`src/rtl/tile_pkg.sv`:
```
// rtl/tile_pkg.sv - shared tile types, grid/screen dimensions, FSM states and level layouts
package tile_pkg;

  localparam logic [1:0] TILE_BG    = 2'b00;
  localparam logic [1:0] TILE_FLOOR = 2'b01;
  localparam logic [1:0] TILE_GIFT  = 2'b10;
  localparam logic [1:0] TILE_HOLE  = 2'b11;

  localparam int GRID_COLS_C = 8;
  localparam int GRID_ROWS_C = 6;
  localparam int GRID_CELLS  = GRID_COLS_C * GRID_ROWS_C;

  localparam logic [10:0] SCREEN_W = 11'd640;
  localparam logic [10:0] SCREEN_H = 11'd480;

  typedef enum logic [1:0] {
    ST_IDLE      = 2'd0,
    ST_LOAD_PEND = 2'd1,
    ST_LOAD      = 2'd2
  } state_t;

  // Level layouts, one row of the grid per line (index = row*8 + col).
  localparam logic [1:0] LEVEL_LAYOUT [4][GRID_CELLS] = '{
    '{TILE_BG,    TILE_BG,    TILE_BG,    TILE_BG,    TILE_BG,    TILE_BG,    TILE_BG,    TILE_BG,
      TILE_BG,    TILE_BG,    TILE_BG,    TILE_BG,    TILE_BG,    TILE_BG,    TILE_BG,    TILE_BG,
      TILE_BG,    TILE_BG,    TILE_GIFT,  TILE_BG,    TILE_BG,    TILE_BG,    TILE_BG,    TILE_BG,
      TILE_FLOOR, TILE_BG,    TILE_BG,    TILE_BG,    TILE_BG,    TILE_BG,    TILE_BG,    TILE_BG,
      TILE_BG,    TILE_BG,    TILE_BG,    TILE_BG,    TILE_BG,    TILE_BG,    TILE_BG,    TILE_BG,
      TILE_FLOOR, TILE_HOLE,  TILE_FLOOR, TILE_FLOOR, TILE_FLOOR, TILE_FLOOR, TILE_FLOOR, TILE_FLOOR},
    '{TILE_BG,    TILE_BG,    TILE_BG,    TILE_BG,    TILE_BG,    TILE_BG,    TILE_BG,    TILE_BG,
      TILE_BG,    TILE_BG,    TILE_BG,    TILE_BG,    TILE_BG,    TILE_BG,    TILE_BG,    TILE_BG,
      TILE_BG,    TILE_BG,    TILE_BG,    TILE_GIFT,  TILE_BG,    TILE_BG,    TILE_BG,    TILE_BG,
      TILE_FLOOR, TILE_FLOOR, TILE_BG,    TILE_BG,    TILE_BG,    TILE_BG,    TILE_BG,    TILE_BG,
      TILE_BG,    TILE_BG,    TILE_BG,    TILE_BG,    TILE_BG,    TILE_BG,    TILE_BG,    TILE_BG,
      TILE_FLOOR, TILE_FLOOR, TILE_FLOOR, TILE_HOLE,  TILE_FLOOR, TILE_FLOOR, TILE_FLOOR, TILE_FLOOR},
    '{TILE_BG,    TILE_BG,    TILE_BG,    TILE_BG,    TILE_BG,    TILE_BG,    TILE_BG,    TILE_BG,
      TILE_BG,    TILE_BG,    TILE_BG,    TILE_BG,    TILE_BG,    TILE_BG,    TILE_BG,    TILE_BG,
      TILE_BG,    TILE_BG,    TILE_BG,    TILE_BG,    TILE_GIFT,  TILE_BG,    TILE_BG,    TILE_BG,
      TILE_FLOOR, TILE_FLOOR, TILE_FLOOR, TILE_BG,    TILE_BG,    TILE_BG,    TILE_BG,    TILE_BG,
      TILE_BG,    TILE_BG,    TILE_BG,    TILE_BG,    TILE_BG,    TILE_BG,    TILE_BG,    TILE_BG,
      TILE_FLOOR, TILE_FLOOR, TILE_FLOOR, TILE_FLOOR, TILE_FLOOR, TILE_HOLE,  TILE_FLOOR, TILE_FLOOR},
    '{TILE_BG,    TILE_BG,    TILE_BG,    TILE_BG,    TILE_BG,    TILE_BG,    TILE_BG,    TILE_BG,
      TILE_BG,    TILE_BG,    TILE_BG,    TILE_BG,    TILE_BG,    TILE_BG,    TILE_BG,    TILE_BG,
      TILE_BG,    TILE_BG,    TILE_BG,    TILE_BG,    TILE_BG,    TILE_GIFT,  TILE_BG,    TILE_BG,
      TILE_FLOOR, TILE_FLOOR, TILE_FLOOR, TILE_FLOOR, TILE_BG,    TILE_BG,    TILE_BG,    TILE_BG,
      TILE_BG,    TILE_BG,    TILE_BG,    TILE_BG,    TILE_BG,    TILE_BG,    TILE_BG,    TILE_BG,
      TILE_FLOOR, TILE_FLOOR, TILE_FLOOR, TILE_FLOOR, TILE_FLOOR, TILE_FLOOR, TILE_FLOOR, TILE_HOLE}
  };

endpackage

```
`src/rtl/tile_locator.sv`:
```
// rtl/tile_locator.sv - pixel coordinate to tile column/row/offset, combinational
module tile_locator
  import tile_pkg::*;
#(
  parameter int TILE_W    = 80,
  parameter int TILE_H    = 80,
  parameter int GRID_COLS = 8,
  parameter int GRID_ROWS = 6
) (
  input  logic [10:0] px,
  input  logic [10:0] py,
  output logic [2:0]  col,
  output logic [2:0]  row,
  output logic [10:0] off_x,
  output logic [10:0] off_y,
  output logic        in_range
);

  // Constant-divisor comparator chain: the last tile boundary not above the coordinate wins.
  always_comb begin
    col      = '0;
    row      = '0;
    off_x    = px;
    off_y    = py;
    in_range = (px < 11'(GRID_COLS * TILE_W)) && (py < 11'(GRID_ROWS * TILE_H));
    for (int c = 1; c < GRID_COLS; c++) begin
      if (px >= 11'(c * TILE_W)) begin
        col   = 3'(c);
        off_x = px - 11'(c * TILE_W);
      end
    end
    for (int r = 1; r < GRID_ROWS; r++) begin
      if (py >= 11'(r * TILE_H)) begin
        row   = 3'(r);
        off_y = py - 11'(r * TILE_H);
      end
    end
  end

endmodule

```
`src/rtl/tile_grid_controller.sv`:
```
// rtl/tile_grid_controller.sv - tile grid owner: display/query reads, vblank-deferred updates and level loads
module tile_grid_controller
  import tile_pkg::*;
#(
  parameter int TILE_W     = 80,
  parameter int TILE_H     = 80,
  parameter int GRID_COLS  = 8,
  parameter int GRID_ROWS  = 6,
  parameter int FIFO_DEPTH = 4
) (
  input  logic        clk,
  input  logic        resetN,
  input  logic [10:0] pixelX,
  input  logic [10:0] pixelY,
  output logic [10:0] offsetX,
  output logic [10:0] offsetY,
  output logic [1:0]  Tile_type,
  input  logic        wr_req,
  input  logic [2:0]  wr_col,
  input  logic [2:0]  wr_row,
  input  logic [1:0]  wr_type,
  output logic        wr_ack,
  output logic        fifo_full,
  input  logic        load_req,
  input  logic [1:0]  load_level,
  output logic        busy,
  output logic        load_done,
  input  logic [2:0]  rd_col,
  input  logic [2:0]  rd_row,
  output logic [1:0]  rd_type
);

  localparam int PW = $clog2(FIFO_DEPTH);

  logic [1:0]  grid [GRID_CELLS];
  state_t      state, state_nxt;
  logic [1:0]  level_q;
  logic [5:0]  load_idx;

  logic [7:0]  fifo_mem [FIFO_DEPTH];
  logic [PW-1:0] wr_ptr, rd_ptr;
  logic [PW:0] count;

  logic        vblank, push, pop, fifo_empty;
  logic        latch_level, flush, load_wr, load_last;
  logic [7:0]  pop_entry;
  logic [2:0]  pop_col, pop_row;
  logic [1:0]  pop_type;

  logic [2:0]  loc_col, loc_row;
  logic [10:0] loc_offx, loc_offy;
  logic        loc_in;

  tile_locator #(
    .TILE_W    (TILE_W),
    .TILE_H    (TILE_H),
    .GRID_COLS (GRID_COLS),
    .GRID_ROWS (GRID_ROWS)
  ) u_locator (
    .px       (pixelX),
    .py       (pixelY),
    .col      (loc_col),
    .row      (loc_row),
    .off_x    (loc_offx),
    .off_y    (loc_offy),
    .in_range (loc_in)
  );

  assign vblank     = (pixelY >= SCREEN_H);
  assign fifo_full  = (count == (PW+1)'(FIFO_DEPTH));
  assign fifo_empty = (count == '0);
  assign push       = wr_req && !fifo_full && (state == ST_IDLE);
  assign pop        = (state == ST_IDLE) && vblank && !fifo_empty;
  assign pop_entry  = fifo_mem[rd_ptr];
  assign pop_col    = pop_entry[7:5];
  assign pop_row    = pop_entry[4:2];
  assign pop_type   = pop_entry[1:0];
  assign busy       = (state != ST_IDLE);

  // Next-state logic: load waits for vblank, then copies the layout one cell per cycle.
  always_comb begin
    state_nxt   = state;
    latch_level = 1'b0;
    flush       = 1'b0;
    load_wr     = 1'b0;
    load_last   = 1'b0;
    case (state)
      ST_IDLE: begin
        if (load_req) begin
          state_nxt   = ST_LOAD_PEND;
          latch_level = 1'b1;
        end
      end
      ST_LOAD_PEND: begin
        if (vblank) begin
          state_nxt = ST_LOAD;
          flush     = 1'b1;
        end
      end
      ST_LOAD: begin
        load_wr = 1'b1;
        if (load_idx == 6'(GRID_CELLS - 1)) begin
          load_last = 1'b1;
          state_nxt = ST_IDLE;
        end
      end
      default: state_nxt = ST_IDLE;
    endcase
  end

  // State register, latched level, load cell counter and done pulse.
  always_ff @(posedge clk or negedge resetN) begin
    if (!resetN) begin
      state     <= ST_IDLE;
      level_q   <= '0;
      load_idx  <= '0;
      load_done <= 1'b0;
    end else begin
      state     <= state_nxt;
      load_done <= load_last;
      if (latch_level) level_q <= load_level;
      if (flush)        load_idx <= '0;
      else if (load_wr) load_idx <= load_idx + 1'b1;
    end
  end

  // Update queue storage; contents are only meaningful below count.
  always_ff @(posedge clk) begin
    if (push) fifo_mem[wr_ptr] <= {wr_col, wr_row, wr_type};
  end

  // Update queue pointers and occupancy; a load start discards pending entries.
  always_ff @(posedge clk or negedge resetN) begin
    if (!resetN) begin
      wr_ptr <= '0;
      rd_ptr <= '0;
      count  <= '0;
      wr_ack <= 1'b0;
    end else begin
      wr_ack <= push;
      if (flush) begin
        wr_ptr <= '0;
        rd_ptr <= '0;
        count  <= '0;
      end else begin
        if (push) wr_ptr <= wr_ptr + 1'b1;
        if (pop)  rd_ptr <= rd_ptr + 1'b1;
        case ({push, pop})
          2'b10:   count <= count + 1'b1;
          2'b01:   count <= count - 1'b1;
          default: count <= count;
        endcase
      end
    end
  end

  // Grid storage: layout copy during load, drained updates otherwise; off-grid rows are dropped.
  always_ff @(posedge clk or negedge resetN) begin
    if (!resetN) begin
      for (int i = 0; i < GRID_CELLS; i++) grid[i] <= TILE_BG;
    end else if (load_wr) begin
      grid[load_idx] <= LEVEL_LAYOUT[level_q][load_idx];
    end else if (pop && (pop_row < 3'(GRID_ROWS))) begin
      grid[{pop_row, pop_col}] <= pop_type;
    end
  end

  // Registered display and query read ports.
  always_ff @(posedge clk or negedge resetN) begin
    if (!resetN) begin
      offsetX   <= '0;
      offsetY   <= '0;
      Tile_type <= TILE_BG;
      rd_type   <= TILE_BG;
    end else begin
      if (loc_in) begin
        offsetX   <= loc_offx;
        offsetY   <= loc_offy;
        Tile_type <= grid[{loc_row, loc_col}];
      end else begin
        offsetX   <= '0;
        offsetY   <= '0;
        Tile_type <= TILE_BG;
      end
      rd_type <= (rd_row < 3'(GRID_ROWS)) ? grid[{rd_row, rd_col}] : TILE_BG;
    end
  end

endmodule

```
`config.mk`:
```
export PLATFORM = sky130hd
export DESIGN_NAME = tile_grid_controller
export DESIGN_NICKNAME = d
export VERILOG_FILES = /design/src/rtl/tile_pkg.sv /design/src/rtl/tile_locator.sv /design/src/rtl/tile_grid_controller.sv
export SDC_FILE = /design/constraint.sdc
export NUM_CORES = 1
export LEC_CHECK = 0
export ABC_AREA = 0
export CAP_MARGIN = 20
export CORE_ASPECT_RATIO = 1.2
export CORE_MARGIN = 2
export CORE_UTILIZATION = 60
export CTS_BUF_LIST = sky130_fd_sc_hd__clkbuf_16
export CTS_CLUSTER_DIAMETER = 60
export DETAILED_ROUTE_END_ITERATION = 8
export PLACE_DENSITY = 0.81
export SLEW_MARGIN = 20
export SYNTH_ARGS = -nofsm -noshare
export SYNTH_HDL_FRONTEND = slang
export SYNTH_SLANG_ARGS = --single-unit
```
`constraint.sdc`:
```
create_clock -name clk -period 3.5 [get_ports clk]
set_input_delay 0.35 -clock clk [delete_from_list [all_inputs] [get_ports clk]]
set_output_delay 0.35 -clock clk [all_outputs]
set_load 0.02 [all_outputs]
```
# Word-level counts from Yosys, hierarchy flattened
# Memory sizes are Yosys's and may differ from the RTL's.
# Cells that the tools add are included.
totals:
  rom_bits: 0
  output_inout_bits: 30
  ramBits: 32
  input_bits: 42
  latchBits: 0
  reg_bits: 141
  word_cells: 204
  mem_count: 1
mem_list:
  columns: ["name", "depth", "word_bits", "rd", "rd_ports_with_merged_regs", "write_ports", "line", "rtl"]
  rows:
  - ["fifo_mem", 4, 8, 1, 0, 1, "tile_grid_controller.sv:40", "logic [7:0] fifo_mem [FIFO_DEPTH];"]
op_classes:
  n_shift: 0
  multipliers: 0
  mux: 69
  n_lt_le_gt_ge: 24
  div: 0
  bitwise_logic: 5
  reduce_logical: 19
  add_sub_neg: 17
  eq_ne: 9
op_table:
  columns: ["operator", "count"]
  rows:
  - ["$mux 96", 4]
  - ["$bmux 96 s2", 1]
  - ["$bwmux 96", 2]
  - ["$mux 11", 14]
  - ["$ge 11x9->1 const B", 6]
  - ["$sub 11x9->11 const B", 5]
  - ["$ge 11x8->1 const B", 4]
  - ["$sub 11x8->11 const B", 4]
  - ["$mux 2", 21]
  - ["$bmux 2 s6", 3]
  - ["$ge 7x7->1 const B", 4]
  - ["$not 6->7", 4]
  - ["$demux 2 s6", 2]
  - ["$ge 11x7->1 const B", 2]
  - ["$sub 11x7->11 const B", 2]
  - ["$mux 3", 7]
  - ["$lt 7x1->1 const B", 2]
  - ["$mux 6", 2]
  - ["$ge 11x10->1 const B", 1]
  - ["$lt 11x10->1 const B", 1]
  - ["$lt 11x9->1 const B", 1]
  - ["$mux 1", 11]
  - ["$sub 11x10->11 const B", 1]
  - ["$reduce_bool 2->1", 5]
  - ["other kinds (20)", 34]

# Depth between registers and ports, before layout
# Gate-level depths: netlist of the first run.
logic_depth:
  word_depth: 13
  ltp_mapped: 15
  mapped_depth_nobuf: 10

# Hierarchy
# From an unflattened synthesis of the first run, not the netlist that was laid out.
hier_totals:
  hier_cells: 1070
  hier_area_um2: 11359.6
by_module_without_submodules:
  columns: ["mod", "cells_per_inst", "area_per_inst_um2", "seq_area_each_um2", "n_inst"]
  rows:
  - ["tile_grid_controller", 783, 9487.8, 4489.3, 1]
  - ["tile_locator", 287, 1871.8, 0.0, 1]

# Worst setup path after synthesis of the first run
# No wires, ideal clock.
synth_timing:
  path_type: "input -> register"
  from: "input port pixelX[6]"
  to: "register Tile_type[0]"
  stages: 11
  path_slack_ns: 0.381
  required_time_ns: 3.365
  setup_ns: 0.135
  path_buffers: 1
  arrival_ns: 2.984
  cell_sequence: "clkbuf_1 -> inv_1 -> ha_1 -> a2111oi_4 -> o31ai_2 -> a221oi_4 -> o21ai_4 -> mux4_2 -> a22oi_1 -> o2111a_1 -> nor3_2"
synth_via:
  elab_chain_len: 13
  elab_cells_between_ends: 21
  classes_between: "order compare (8); mux (11); bitwise (1); reduce/logical (1)"
synth_lines:
  columns: ["element", "line", "rtl"]
  rows:
  - ["start, declared", "tile_grid_controller.sv:13", "input logic [10:0] pixelX,"]
  - ["$ge 11x7->1", "tile_locator.sv:27", "if (px >= 11'(c * TILE_W)) begin"]
  - ["$mux 1", "tile_locator.sv:27", null]
  - ["$mux 2 (2 in a row)", "tile_locator.sv:27", null]
  - ["$mux 3 (4 in a row)", "tile_locator.sv:27", null]
  - ["$not 6->7 (not written as such)", "tile_grid_controller.sv:179", "Tile_type <= grid[{loc_row, loc_col}];"]
  - ["$bmux 2 s6", "tile_grid_controller.sv:179", null]
  - ["$mux 2 (not written as such) (2 in a row)", "tile_grid_controller.sv:179", null]
  - ["$mux 2 (*)", "tile_grid_controller.sv:176", "if (loc_in) begin"]
  - ["end signal, assigned", "tile_grid_controller.sv:179", null]
  - ["end, declared", "tile_grid_controller.sv:17", "output logic [1:0] Tile_type,"]
# Mark *: on every way between the ends. The rest lies on a longest branch, timed or not. The select of a mux whose other input is x is not followed.
# A chain may end at the register's enable or synchronous reset.

# Worst setup path after layout of the first run
layout_timing:
  from: "register rd_ptr[0]"
  to: "register grid[7] (netlist bit)"
layout_via:
  elab_chain_len: 9
  elab_cells_between_ends: 13
  classes_between: "order compare (3); mux (5); bitwise (1); reduce/logical (3); memory (1)"
layout_lines:
  columns: ["element", "line", "rtl"]
  rows:
  - ["start, declared", "tile_grid_controller.sv:41", "logic [PW-1:0] wr_ptr, rd_ptr;"]
  - ["start signal, assigned", "tile_grid_controller.sv:147", "if (pop) rd_ptr <= rd_ptr + 1'b1;"]
  - ["$mem_v2 4x8 (*)", null, null]
  - ["$not 6->7 (not written as such)", "tile_grid_controller.sv:164", "grid[{pop_row, pop_col}] <= pop_type;"]
  - ["$ge 7x7->1 (not written as such) / $lt 7x1->1 (equally long branches)", "tile_grid_controller.sv:164", null]
  - ["$logic_and 1x1->1 (not written as such)", "tile_grid_controller.sv:164", null]
  - ["$mux 2 (not written as such)", "tile_grid_controller.sv:164", null]
  - ["$demux 2 s6", "tile_grid_controller.sv:164", null]
  - ["$bwmux 96", "tile_grid_controller.sv:164", null]
  - ["$mux 96", "tile_grid_controller.sv:163", "end else if (pop && (pop_row < 3'(GRID_ROWS))) begin"]
  - ["$mux 96", "tile_grid_controller.sv:161", "end else if (load_wr) begin"]
  - ["end signal, assigned by index", "tile_grid_controller.sv:162", "grid[load_idx] <= LEVEL_LAYOUT[level_q][load_idx];"]
  - ["end signal, assigned by index", "tile_grid_controller.sv:164", null]
  - ["end, declared", "tile_grid_controller.sv:35", "logic [1:0] grid [GRID_CELLS];"]
# Marks and branches as above.

==> metrics.md, run 1 <==
| Metric | Value |
|---|---|
| Status | `complete, no violations` |
| Number of nets still failing antenna checks after routing | `0` |
| Die boundary width | `129 um` |
| Die outline height | `154 um` |
| Worst reg2reg path depth | `7` |
| TritonCTS clock tree | `yes` |
| Start-to-end type of the worst setup path | `reg -> reg` |
| Global-route wire length before repair | `57.2 mm` |
| I/O pin cnt | `72` |
| Timing-limited maximum frequency | `306 MHz` |
| Layout net count | `1368` |
| DPL Wire Length | `27.6 mm` |
| Placed cell count | `1498` |
| Count of flip-flops with a built-in enable after synthesis | `32` |
| Measured slew at the worst slew-check pin | `992 ps` |
| Met2 GRT Util | `62.3%` |
| Setup TNS | `0 ps` |
| Leading cell types by count after synthesis | `nand2_1 (168), dfrtp_1 (141), nor2_1 (107)` |
| Average vias per placed instance | `6.83` |
| Share of the clock period used by the worst path after layout | `93.3%` |
| Net count after synthesis | `1271` |
| Global routing's busiest layer | `met2` |
| Die Area | `19800 sq um` |
| Yosys Warn Count | `0` |
| FILL cells | `1406` |
| Clock skew after layout | `10.2 ps` |
| Tmin final | `3270 ps` |
| Final RePlAce weighted congestion | `0.996` |
| Layout cell share with drive strength beyond 1 | `14.8%` |
| Share of synthesized flip-flops with an asynchronous set or reset | `81.5%` |
| Worst Setup End Kind | `flop` |
| Arrival time at the worst endpoint | `3600 ps` |
| Vias | `10.5k` |
| Min setup slack post-route | `233 ps` |
| Number of buffers added by the clock tree synthesis step | `17` |
| Pin count of the biggest net entering global routing | `85` |
| Unrepaired setup endpoints after global routing | `false` |
| Minimum setup slack among reg-to-reg paths | `230 ps` |
| Worst reg2reg path startpoint | `rd_ptr[0]` |
| CTS sink count | `173` |
| Max-cap violation count | `0` |
| Worst R2R End | `grid[7]` |
| Effective utilization at floorplan | `61.4%` |
| Area added between synthesis and finish | `17.1%` |
| Cell leakage power | `5.33 nW` |
| Final slew viol count | `0` |
| Number of iterations in the first detailed-routing pass | `6` |
| Main flop type after synthesis | `dfrtp_1` |
| Largest driver fanout on the critical path | `13` |
| Residual DRC | `0` |
| PortBufs | `71` |
| Worst endpoint required time | `3840 ps` |
| CTS HTree Levels | `4` |
| Peak VDD IR | `0.556 mV` |
| Critical path launch point | `rd_ptr[0]` |
| Total standard cell area after synthesis | `11200 sq um` |
| Synth unique cells | `91` |
| Antenna diode count | `0` |
| Setup bufs post-CTS | `0` |
| Cell with the most instances after synthesis | `nand2_1` |
| Worst slew margin relative to its limit | `33.7%` |
| Clock network latency to the later pin of the worst-skew pair | `450 ps` |
| Nature of the critical path startpoint | `flop` |
| Antenna violations before repair | `0` |
| Final hold viol count | `0` |
| Drt wl/cell | `23.8 um` |
| Share of the synthesized area in the top cell type | `31.5%` |
| CTS Buffer Depth | `2` |
| Average instance area after synthesis | `9.35 sq um` |
| Setup violators final | `0` |
| Hold Path Class | `in -> async` |
| Met1 demand-to-capacity share in global routing | `46.7%` |
| CTS Root Cell | `clkbuf_16` |
| Post-route non-filler standard cell count | `1531` |
| Pwr/cell area | `653 nW/um^2` |
| Clock transition time at the flip-flop clock pins of the worst setup and hold paths | `80 ps` |
| Number of global-route vias before repair | `10.3k` |
| Residual overflow from global routing | `0` |
| Number of flip-flops and latches in the synthesized netlist | `173` |
| Met3 track utilization from global routing | `6.16%` |
| GRT Util Overall | `38.0%` |
| Cell row count | `54` |
| Library cell occupying the most area in the post-synthesis netlist | `dfrtp_1` |
| Setup WS pre-CTS | `95.6 ps` |
| DR iter-0 viols | `1146` |
| Sequential element share of the synthesized area | `40.1%` |
| Largest cells by area after synthesis | `dfrtp_1 (32%), edfxtp_1 (8.6%), mux4_2 (7.8%)` |
| Mapped Cells | `1197` |
| WL final | `36.5 mm` |
| Core Box Area | `18200 sq um` |
[registers in the layout, summed over array words and instances (netlist names)]
register,count
grid,96
fifo_mem,32
offsetX,11
offsetY,11
load_idx,6
count,3
Tile_type,2
level_q,2
rd_ptr,2
rd_type,2
state,2
wr_ptr,2
load_done,1
wr_ack,1
[power by group]
part / total [mW] / leakage [nW] / internal (mW) / switching [mW]
Clock: 1.94 / 0.297 / 0.973 / 0.970
Sequential: 3.18 / 2.12 / 2.57 / 0.613
Combinational: 3.43 / 2.92 / 1.31 / 2.11
Total: 8.56 / 5.33 / 4.86 / 3.70
[critical path: stages, from the launching register on]
cell and delay (ps):
dfrtp_1 800, mux4_2 700, nor2b_1 440, and2b_1 430
nand2_1 180, nor2_1 240, o21ai_1 140, a22o_1 200
[cells in the final DEF (no fill, tap or decap), types with 17 or more instances in the layout]
cell             instances
a21oi_1                 76
ha_1                    31
clkdlybuf4s50_1         69
a22o_1                  26
clkbuf_16               17
o211ai_1                21
o21ai_0                 99
mux2i_1                 18
nand2_1                168
nor2_1                 107
nor3_1                  26
inv_1                   39
a31oi_1                 17
and2_1                  19
buf_4                   71
edfxtp_1                32
mux4_2                  39
nand3_1                 32
dfrtp_1                141
[worst max path at each step]
stage | end | slack, ps
CTS | grid[7] | 350
finish | grid[7] | 230
floorplan | Tile_type[0] | 380
global route | grid[7] | 190
global placement | offsetX[7] | 100
detailed placement | offsetX[7] | 100
[cells by family (layout without fill, tap and decap cells)]
| family | count (synthesis) | count (layout) | share of synthesized area [%] |
|---|---|---|---|
| and+or+nand+nor | 430 | 430 | 17.6 |
| AOI/OAI and AO/OA | 369 | 369 | 22.7 |
| xor gates and xnor gates | 16 | 16 | 1.25 |
| buffers and inverters | 108 | 218 | 3.95 |
| adders and majority gates | 32 | 32 | 3.64 |
| muxes | 69 | 69 | 10.8 |
| DFF | 173 | 173 | 40.1 |
[through the flow]
| stage | power, mW | hold slack [ps] | util, % | instance area, sq um |
|---|---|---|---|---|
| global route | 8.91 | 525 | 71.8 | 13100 |
| finish | 8.56 | 494 | 71.8 | 13100 |
| CTS | 8.42 | 498 | 71.8 | 13100 |
| global placement | 6.38 | 446 | 68.4 | 12500 |
| detailed placement | 6.47 | 446 | 68.4 | 12500 |
| floorplan | 5.12 | 54.4 | - | 11200 |
[per-layer routing]
layer | up-vias | part of all wire (%) | routed length, um
li1 | 4617 | - | -
met1 | 4999 | 37 | 13400
met2 | 659 | 48 | 17500
met3 | 176 | 8.1 | 2950
met4 | 0 | 7.3 | 2660
met5 | - | 0 | 0
[layout make-up]
class                           count  area (sq um)  share of cell area, %
Clock buffer                       17           425                   3.25
Inverter                           40           150                   1.15
Multi-Input combinational cell    916          6260                   47.8
Timing Repair Buffer              146          1310                   10.0
Sequential cell                   173          4490                   34.3
Tap cell                          224           280                   2.14
Clock inverter                     15           189                   1.44
[timing repair]
| item | 4_1_cts | 5_1_grt |
|---|---|---|
| hold endpoints to repair | 21 | 0 |
| gates resized for setup | 0 | 0 |
| hold buffers | 1 | 0 |
Power figures use the tool's default switching activity.
==> inputs of run 2 (changes only) <==
SLEW_MARGIN = 15   (was 20)
==> results of run 2 <==
Same layout as run 1: the final DEF is identical, and so are final timing and power.
